<file path="src/rtl/audio_dsp_pkg.sv">
// audio_dsp_pkg: shared audio DSP constants, low-pass coefficients, saturation helper and FSM states
package audio_dsp_pkg;

    localparam int SAMPLE_WIDTH = 16;

    // Q1.15 low-pass taps for a 4x interpolator. Each polyphase branch sums to 8192 (0.25),
    // so the x4 post-filter gain gives unity DC. Negative side lobes give a real overshoot.
    localparam logic signed [15:0] LP16 [16] = '{
        -16'sd300, -16'sd500, -16'sd400,  16'sd300,  16'sd1800, 16'sd3700, 16'sd5392, 16'sd6392,
         16'sd6392, 16'sd5392, 16'sd3700, 16'sd1800, 16'sd300, -16'sd400, -16'sd500, -16'sd300
    };

    localparam logic signed [15:0] LP8 [8] = '{
        16'sd1000, 16'sd2500, 16'sd5692, 16'sd7192, 16'sd7192, 16'sd5692, 16'sd2500, 16'sd1000
    };

    typedef enum logic [1:0] {IDLE, MAC, OUT} fir_state_t;

    // Coefficient k for a filter of the given length; lengths without a table fall back to a boxcar
    // whose polyphase branches still sum to 1/INT_FACTOR of full scale.
    function automatic logic signed [15:0] lp_coef(input int taps, input int k);
        return taps == 16 ? LP16[k[3:0]] : taps == 8 ? LP8[k[2:0]] : 16'(32768 / taps);
    endfunction

    // Clamp a wide signed value into the 16-bit sample range.
    function automatic logic signed [SAMPLE_WIDTH-1:0] sat16(input logic signed [63:0] v);
        return v > 64'sd32767 ? 16'sh7fff : v < -64'sd32768 ? 16'sh8000 : v[15:0];
    endfunction

endpackage

</file>
<file path="src/rtl/fir_mac_serial.sv">
// fir_mac_serial: FIR delay line with a one-tap-per-cycle multiply-accumulate
module fir_mac_serial
    import audio_dsp_pkg::*;
#(
    parameter int NUM_TAPS   = 16,
    parameter int COEF_WIDTH = 16,
    parameter int ACC_W      = 36
) (
    input  logic                           clk_in,
    input  logic                           rst_in,
    input  logic                           start,
    input  logic signed [SAMPLE_WIDTH-1:0] shift_in,
    output logic                           last,
    output logic signed [ACC_W-1:0]        acc_sum
);
    localparam int IW = $clog2(NUM_TAPS);
    localparam int PW = SAMPLE_WIDTH + COEF_WIDTH;

    logic signed [SAMPLE_WIDTH-1:0] x [NUM_TAPS];
    logic signed [COEF_WIDTH-1:0]   h [NUM_TAPS];
    logic [IW-1:0]                  idx;
    logic                           busy;
    logic signed [ACC_W-1:0]        acc;
    logic signed [PW-1:0]           prod;

    for (genvar k = 0; k < NUM_TAPS; k++) begin : g_coef
        assign h[k] = COEF_WIDTH'(lp_coef(NUM_TAPS, k));
    end

    assign prod    = PW'(x[idx]) * PW'(h[idx]);
    assign acc_sum = acc + ACC_W'(prod);
    assign last    = busy && idx == IW'(NUM_TAPS - 1);

    // start shifts the delay line and clears the sum; then one tap is accumulated per cycle
    always_ff @(posedge clk_in or posedge rst_in) begin
        if (rst_in) begin
            x    <= '{default: '0};
            idx  <= '0;
            acc  <= '0;
            busy <= 1'b0;
        end else if (start) begin
            x[0] <= shift_in;
            for (int k = 1; k < NUM_TAPS; k++) x[k] <= x[k-1];
            idx  <= '0;
            acc  <= '0;
            busy <= 1'b1;
        end else if (busy) begin
            acc  <= acc_sum;
            idx  <= idx + 1'b1;
            busy <= !last;
        end
    end

endmodule

</file>
<file path="src/rtl/fir_interpolator.sv">
// fir_interpolator: zero-stuffing upsampler with a serial-MAC low-pass FIR and saturating output
module fir_interpolator
    import audio_dsp_pkg::*;
#(
    parameter int INT_FACTOR = 4,
    parameter int NUM_TAPS   = 16,
    parameter int COEF_WIDTH = 16,
    parameter int COEF_FRAC  = 15
) (
    input  logic                           clk_in,
    input  logic                           rst_in,
    input  logic signed [SAMPLE_WIDTH-1:0] audio_in,
    input  logic                           audio_in_valid,
    output logic                           audio_in_ready,
    input  logic                           out_tick,
    output logic signed [SAMPLE_WIDTH-1:0] interp_output,
    output logic                           interp_output_valid,
    output logic                           overrun,
    output logic                           underrun
);
    localparam int GAIN_SH = $clog2(INT_FACTOR);
    localparam int ACC_W   = SAMPLE_WIDTH + COEF_WIDTH + $clog2(NUM_TAPS);

    fir_state_t                     state, state_nxt;
    logic [GAIN_SH-1:0]             phase;
    logic signed [SAMPLE_WIDTH-1:0] buf_data, shift_in;
    logic                           buf_full, fill, accept, take, mac_last;
    logic signed [ACC_W-1:0]        acc_sum;
    logic signed [63:0]             acc_ext, scaled;

    assign audio_in_ready = !buf_full;
    assign fill     = audio_in_valid && !buf_full;
    assign take     = accept && phase == '0 && buf_full;
    assign shift_in = take ? buf_data : '0;
    assign acc_ext  = {{(64-ACC_W){acc_sum[ACC_W-1]}}, acc_sum};
    assign scaled   = ((acc_ext <<< GAIN_SH) + (64'sd1 <<< (COEF_FRAC - 1))) >>> COEF_FRAC;

    fir_mac_serial #(
        .NUM_TAPS  (NUM_TAPS),
        .COEF_WIDTH(COEF_WIDTH),
        .ACC_W     (ACC_W)
    ) u_mac (
        .clk_in  (clk_in),
        .rst_in  (rst_in),
        .start   (accept),
        .shift_in(shift_in),
        .last    (mac_last),
        .acc_sum (acc_sum)
    );

    // Next state: a tick in IDLE starts a computation, the final tap moves to OUT, OUT lasts one cycle
    always_comb begin
        accept    = out_tick && state == IDLE;
        state_nxt = state == IDLE ? (out_tick ? MAC : IDLE) : state == MAC ? (mac_last ? OUT : MAC) : IDLE;
    end

    // State register
    always_ff @(posedge clk_in or posedge rst_in) begin
        if (rst_in) state <= IDLE;
        else        state <= state_nxt;
    end

    // Input buffer, phase counter, status pulses and the rounded, saturated output register
    always_ff @(posedge clk_in or posedge rst_in) begin
        if (rst_in) begin
            buf_data            <= '0;
            buf_full            <= 1'b0;
            phase               <= '0;
            interp_output       <= '0;
            interp_output_valid <= 1'b0;
            overrun             <= 1'b0;
            underrun            <= 1'b0;
        end else begin
            buf_full            <= fill || (buf_full && !take);
            if (fill) buf_data  <= audio_in;
            if (accept) phase   <= phase + 1'b1;
            overrun             <= out_tick && state != IDLE;
            underrun            <= accept && phase == '0 && !buf_full;
            interp_output_valid <= mac_last;
            if (mac_last) interp_output <= sat16(scaled);
        end
    end

endmodule

</file>
<file path="config.mk">
export PLATFORM = sky130hd
export DESIGN_NAME = fir_interpolator
export DESIGN_NICKNAME = d
export VERILOG_FILES = /design/src/rtl/audio_dsp_pkg.sv /design/src/rtl/fir_mac_serial.sv /design/src/rtl/fir_interpolator.sv
export SDC_FILE = /design/constraint.sdc
export NUM_CORES = 2
export LEC_CHECK = 0
export CAP_MARGIN = 20
export CORE_ASPECT_RATIO = 0.7
export CORE_MARGIN = 2
export CORE_UTILIZATION = 60
export CTS_BUF_LIST = sky130_fd_sc_hd__clkbuf_2
export DETAILED_ROUTE_END_ITERATION = 12
export GPL_TIMING_DRIVEN = 0
export PLACE_DENSITY = 0.77
export SLEW_MARGIN = 15
export SYNTH_ARGS = -nofsm -noshare
export SYNTH_HDL_FRONTEND = slang
export SYNTH_HIERARCHICAL = 1
export SYNTH_SLANG_ARGS = --single-unit
</file>
<file path="constraint.sdc">
create_clock -name clk_in -period 14.6 [get_ports clk_in]
set_clock_uncertainty 0.15 [all_clocks]
set_input_delay 2.92 -clock clk_in [delete_from_list [all_inputs] [get_ports clk_in]]
set_output_delay 2.92 -clock clk_in [all_outputs]
set_load 0.05 [all_outputs]
</file>
Word level (Yosys, flattened, before mapping)
Memories as Yosys holds them, arrays and structs flattened.
Index checks and enable logic that the tools add are counted.
{ "op_classes": {"multipliers": 1, "n_lt_le_gt_ge": 3, "shifts": 0, "n_addsub": 4, "reduce_logical": 16, "muxes": 18, "div": 0, "bitwise_logic": 1, "n_eq_ne": 2} }
{ "op_table": {"columns": ["operator", "n"], "rows": [
  ["$mux 16", 7],
  ["$mux 36", 2],
  ["$bmux 16 s4", 1],
  ["$add 38x16->39 const B", 1],
  ["$add 36x32->36", 1],
  ["$mul 16x16->32", 1],
  ["$gt 24x16->1 const B", 1],
  ["$lt 24x16->1 const B", 1],
  ["$logic_and 1x1->1", 8],
  ["$mux 4", 2],
  ["$mux 2", 3],
  ["$ge 5x5->1 const B", 1],
  ["$not 4->5", 1],
  ["$add 4x1->4 const B", 1],
  ["$eq 4x4->1 const B", 1],
  ["$logic_not 2->1", 2],
  ["$reduce_bool 2->1", 2],
  ["$logic_not 1->1", 3],
  ["$mux 1", 3],
  ["$add 2x1->2 const B", 1],
  ["$eq 2x1->1 const B", 1],
  ["$logic_or 1x1->1", 1]
]} }
{ "word_totals": {"latchBits": 0, "mem_bits_rw": 0, "ff_bits": 337, "memories": 1, "romBits": 256} }
{ "memory_table": {"columns": ["memory", "depth", "width", "rd", "rd_clocked_by_memory_dff", "write_ports", "line_no", "source"], "rows": [
  ["(name not given)", 16, 16, 1, 0, 0, "fir_mac_serial.sv:30", "assign prod = PW'(x[idx]) * PW'(h[idx]);"]
]} }

Depth between registers and ports, before layout
{ "logic_depth": {"depth_word": 10, "mapped_depth": 40} }

Modules after synthesis
The synthesis kept the hierarchy.
{ "by_module_without_submodules": {"columns": ["module", "cells_per_inst", "n_inst", "seq_area_each_um2", "area_per_inst_um2"], "rows": [
  ["fir_mac_serial", 2084, 1, 7382.1, 23969.2],
  ["fir_interpolator", 236, 1, 1001.0, 2255.9]
]} }

Worst setup path before layout
OpenSTA, ideal clock, no wires.
{ "synth_path": {"path_type": "flip-flop to flip-flop", "start": "register u_mac.idx[1]", "end": "register interp_output[12]", "setup_ns": 0.130, "setup_slack_ns": 5.338, "path_stages_with_launch": 38, "synth_period_minus_slack_ns": 9.262, "t_arrival_ns": 8.981, "path_cell_list": "dfrtp_1 > buf_6 > buf_6 > buf_6 > buf_2 > inv_1 > ha_1 > nor2_1 > o31ai_1 > clkbuf_1 > nor2_1 > fa_1 > inv_1 > fa_1 > fa_1 > inv_1 > fa_1 > fa_1 > (+2 left out) > inv_1 > ha_1 > clkbuf_1 > and4_1 > a21bo_2 > a21o_1 > a31oi_1 > o21a_1 > or2_2 > xor2_1 > nand4_1 > or2_0 > buf_2 > or4_1 > and4b_4 > a21oi_4 > buf_6 > o22ai_1"} }
{ "synth_between": {"elab_chain_cells": 10, "elab_cells_between_ends": 16, "classes_between": "2 x add/sub; 1 x mul; 2 x order compare; 1 x eq/ne; 7 x mux; 1 x bitwise; 1 x reduce/logical; 1 x memory"} }
{ "synth_rtl": {"columns": ["element", "line_no", "source"], "rows": [
  ["from (decl)", "fir_mac_serial.sv:21", "logic [IW-1:0] idx;"],
  ["from (signal assigned)", "fir_mac_serial.sv:49", "idx <= idx + 1'b1;"],
  ["$not 4->5 (implied by the code) (*)", "fir_mac_serial.sv:30", null],
  ["$mem_v2 16x16 or $bmux 16 s4 (tied branches)", null, null],
  ["$mux 16 (implied by the code) (2 in a row)", "fir_mac_serial.sv:30", null],
  ["$mul 16x16->32 (*)", "fir_mac_serial.sv:30", null],
  ["$add 36x32->36 (*)", "fir_mac_serial.sv:31", "assign acc_sum = acc + ACC_W'(prod);"],
  ["via acc_sum[25]", "fir_interpolator.sv:28", "logic signed [ACC_W-1:0] acc_sum;"],
  ["$add 38x16->39 (*)", "fir_interpolator.sv:36", "assign scaled = ((acc_ext <<< GAIN_SH) + (64'sd1 <<< (COEF_FRAC - 1))) >>> COEF_FRAC;"],
  ["$lt 24x16->1", "audio_dsp_pkg.sv:27", "return v > 64'sd32767 ? 16'sh7fff : v < -64'sd32768 ? 16'sh8000 : v[15:0];"],
  ["$mux 16", "audio_dsp_pkg.sv:27", null],
  ["$mux 16 (*)", "audio_dsp_pkg.sv:27", null],
  ["to (signal assigned)", "fir_interpolator.sv:80", "if (mac_last) interp_output <= sat16(scaled);"],
  ["to (decl)", "fir_interpolator.sv:16", "output logic signed [SAMPLE_WIDTH-1:0] interp_output,"]
]} }
Mark *: on every way through the listed nets, which the timed path passes. The rest lies on a longest branch. The select of a mux whose other input is x is not followed.
A chain may end at the register's enable or synchronous reset.

Worst setup path in the final report
{ "layout_path": {"start": "register u_mac.idx[1]", "end": "register interp_output[10]"} }
The elaborated chain is that of the path after synthesis.

==> out/metrics.csv <==
metric,value,unit
status,"complete, no violations",
type of destination of the critical path,flip-flop,
kind of critical path,flip-flop to flip-flop,
CP startpoint,u_mac/idx[1],
FILL cells,3421,
initial antenna violation count,3,
PnR worst setup slack,2.67,ns
Post-DP Area,27400,sq um
GRT Total Usage,30.9,%
design area,28200,sq um
setup TNS after final layout,0,ns
gr ovfl total,0,
Remaining DRCs,0,
largest net degree at the start of global routing,123,
RSZ-0062 raised after global routing,false,
First-pass DRT Iterations,6,
clk buf depth,3,
maxcap violations,0,
final period utilization,81.7,%
syn_nets,2715,
HPWL Detailed,51100,microns
pre-CTS setup slack,3.29,ns
Max-slew headroom,28.2,%
routability congestion estimate from global placement,0.959,
setup repair bufs after CTS,0,
Post-Route WL,65600,microns
initial DRC count,1949,
H-tree levels,3,
Min Hold Slack,0.327,ns
post-synth design cell area,26200,sq um
FF-to-FF setup slack,2.67,ns
TritonCTS clock tree,built,
vias per cell,5.93,
global-route wire length before repair,106000,microns
Max Clk Rate,83.8,MHz
number of global-route vias before repair,19200,
Slew @ Worst Pin,1.08,ns
CP dominant cell by count,fa_1,
Syn Area/Cell,11.3,sq um
die width,254,microns
WP buf/inv,11,
Syn-to-layout area delta,7.52,%
Mapped Cells,2317,
core area,43400,sq um
via count,18400,
Hold Crit Class,flip-flop to flip-flop,
hold path startpoint,u_mac/x[125],
"Data arrival, critical path",12.73,ns
Num CTS Buffers,83,
Clock Sinks,335,
cts repair resizes,0,
"CTS clk-pin slew, worst paths",0.12,ns
CTS Hold Bufs,0,
Die Y-Extent,179,microns
max incr delay on CP,0.78,ns
die area,45400,sq um
layout cells sized above 1,21.2,%
Final min period,11.93,ns
CTS Root Buffer Type,clkbuf_2,
Wirelength per Cell,21.1,microns
Final Max Tran Viols,0,
"critical path fanouts, max",10,
Ys Warns,6,
"commonest non-fill, non-tap cell in the layout",inv_1,
startpoint types,flip-flop,
I/O pin count,40,
Critical Path RT,15.39,ns
most frequent cells in the layout,"inv_1 (345), dfrtp_1 (335), mux2_2 (282)",
family with the most delay on the worst path,adder cells,
"Hold Vio Cnt, Final",0,
Port-buffer cells,39,
Core Rows,64,
Starting Density,60.4,%
post-route ant nets,0,
Reg-to-Reg Start,u_mac/idx[1],
final setup vio count,0,
nets,2843,
Skew-Pair Late Insertion Delay,1.09,ns
Worst path slowest cell,a21oi_1,
through the flow:
stage | instances | utilization (%)
after floorplan | 2317 | -
after global placement | 2950 | 63.0
after detailed placement | 2954 | 63.2
after CTS | 3102 | 64.9
after global routing | 3104 | 64.9
final | 3104 | 64.9
final timing paths:
path / cells after the start / to
max reg2reg: 36 / interp_output[10]
min: 1 / u_mac/x[109]
max in group asynchronous: 4 / u_mac/x[222]
min reg2reg: 1 / u_mac/x[109]
min in group asynchronous: 2 / interp_output[7]
max: 36 / interp_output[10]
sequential cells by signal (all words and copies together), names as in the netlist:
signal               flops
u_mac/x                256
u_mac/acc               34
buf_data                16
interp_output           16
u_mac/idx                4
phase                    2
state                    2
buf_full                 1
interp_output_valid      1
overrun                  1
u_mac/busy               1
underrun                 1
worst reg2reg max path, delay by kind of cell, from the launching register on:
family | cells | cell delay (ns)
adders and majority gates | 8 | 3.63
AOI/OAI and AO/OA | 8 | 3.10
buffers and inverters | 11 | 2.43
and+or+nand+nor | 8 | 1.65
DFF | 1 | 0.44
xor gates and xnor gates | 1 | 0.38
layout make-up:
cell class                      count  area, sq um  share of cell area (%)
Clock buffer                      121          606                    2.15
Sequential cell                   335         8380                    29.7
Timing Repair Buffer               43          473                    1.68
Multi-Input combinational cell   1517        16000                    56.8
Tap cell                          594          743                    2.64
Inverter                          349         1320                    4.68
Buffer                            116          527                    1.87
Clock inverter                     27          133                   0.471
Antenna cell                        2         5.00                  0.0178
layer usage:
layer	share of wire, %	GRT usage (%)	up-vias
met3	12	10.2	101
met1	44	46.4	9404
li1	-	-	7992
met5	0	0	-
met4	1.8	7.45	0
met2	42	43.5	918
Power is not shown: default switching activity piles up to over one toggle a cycle in this logic, so the estimate is an artifact.
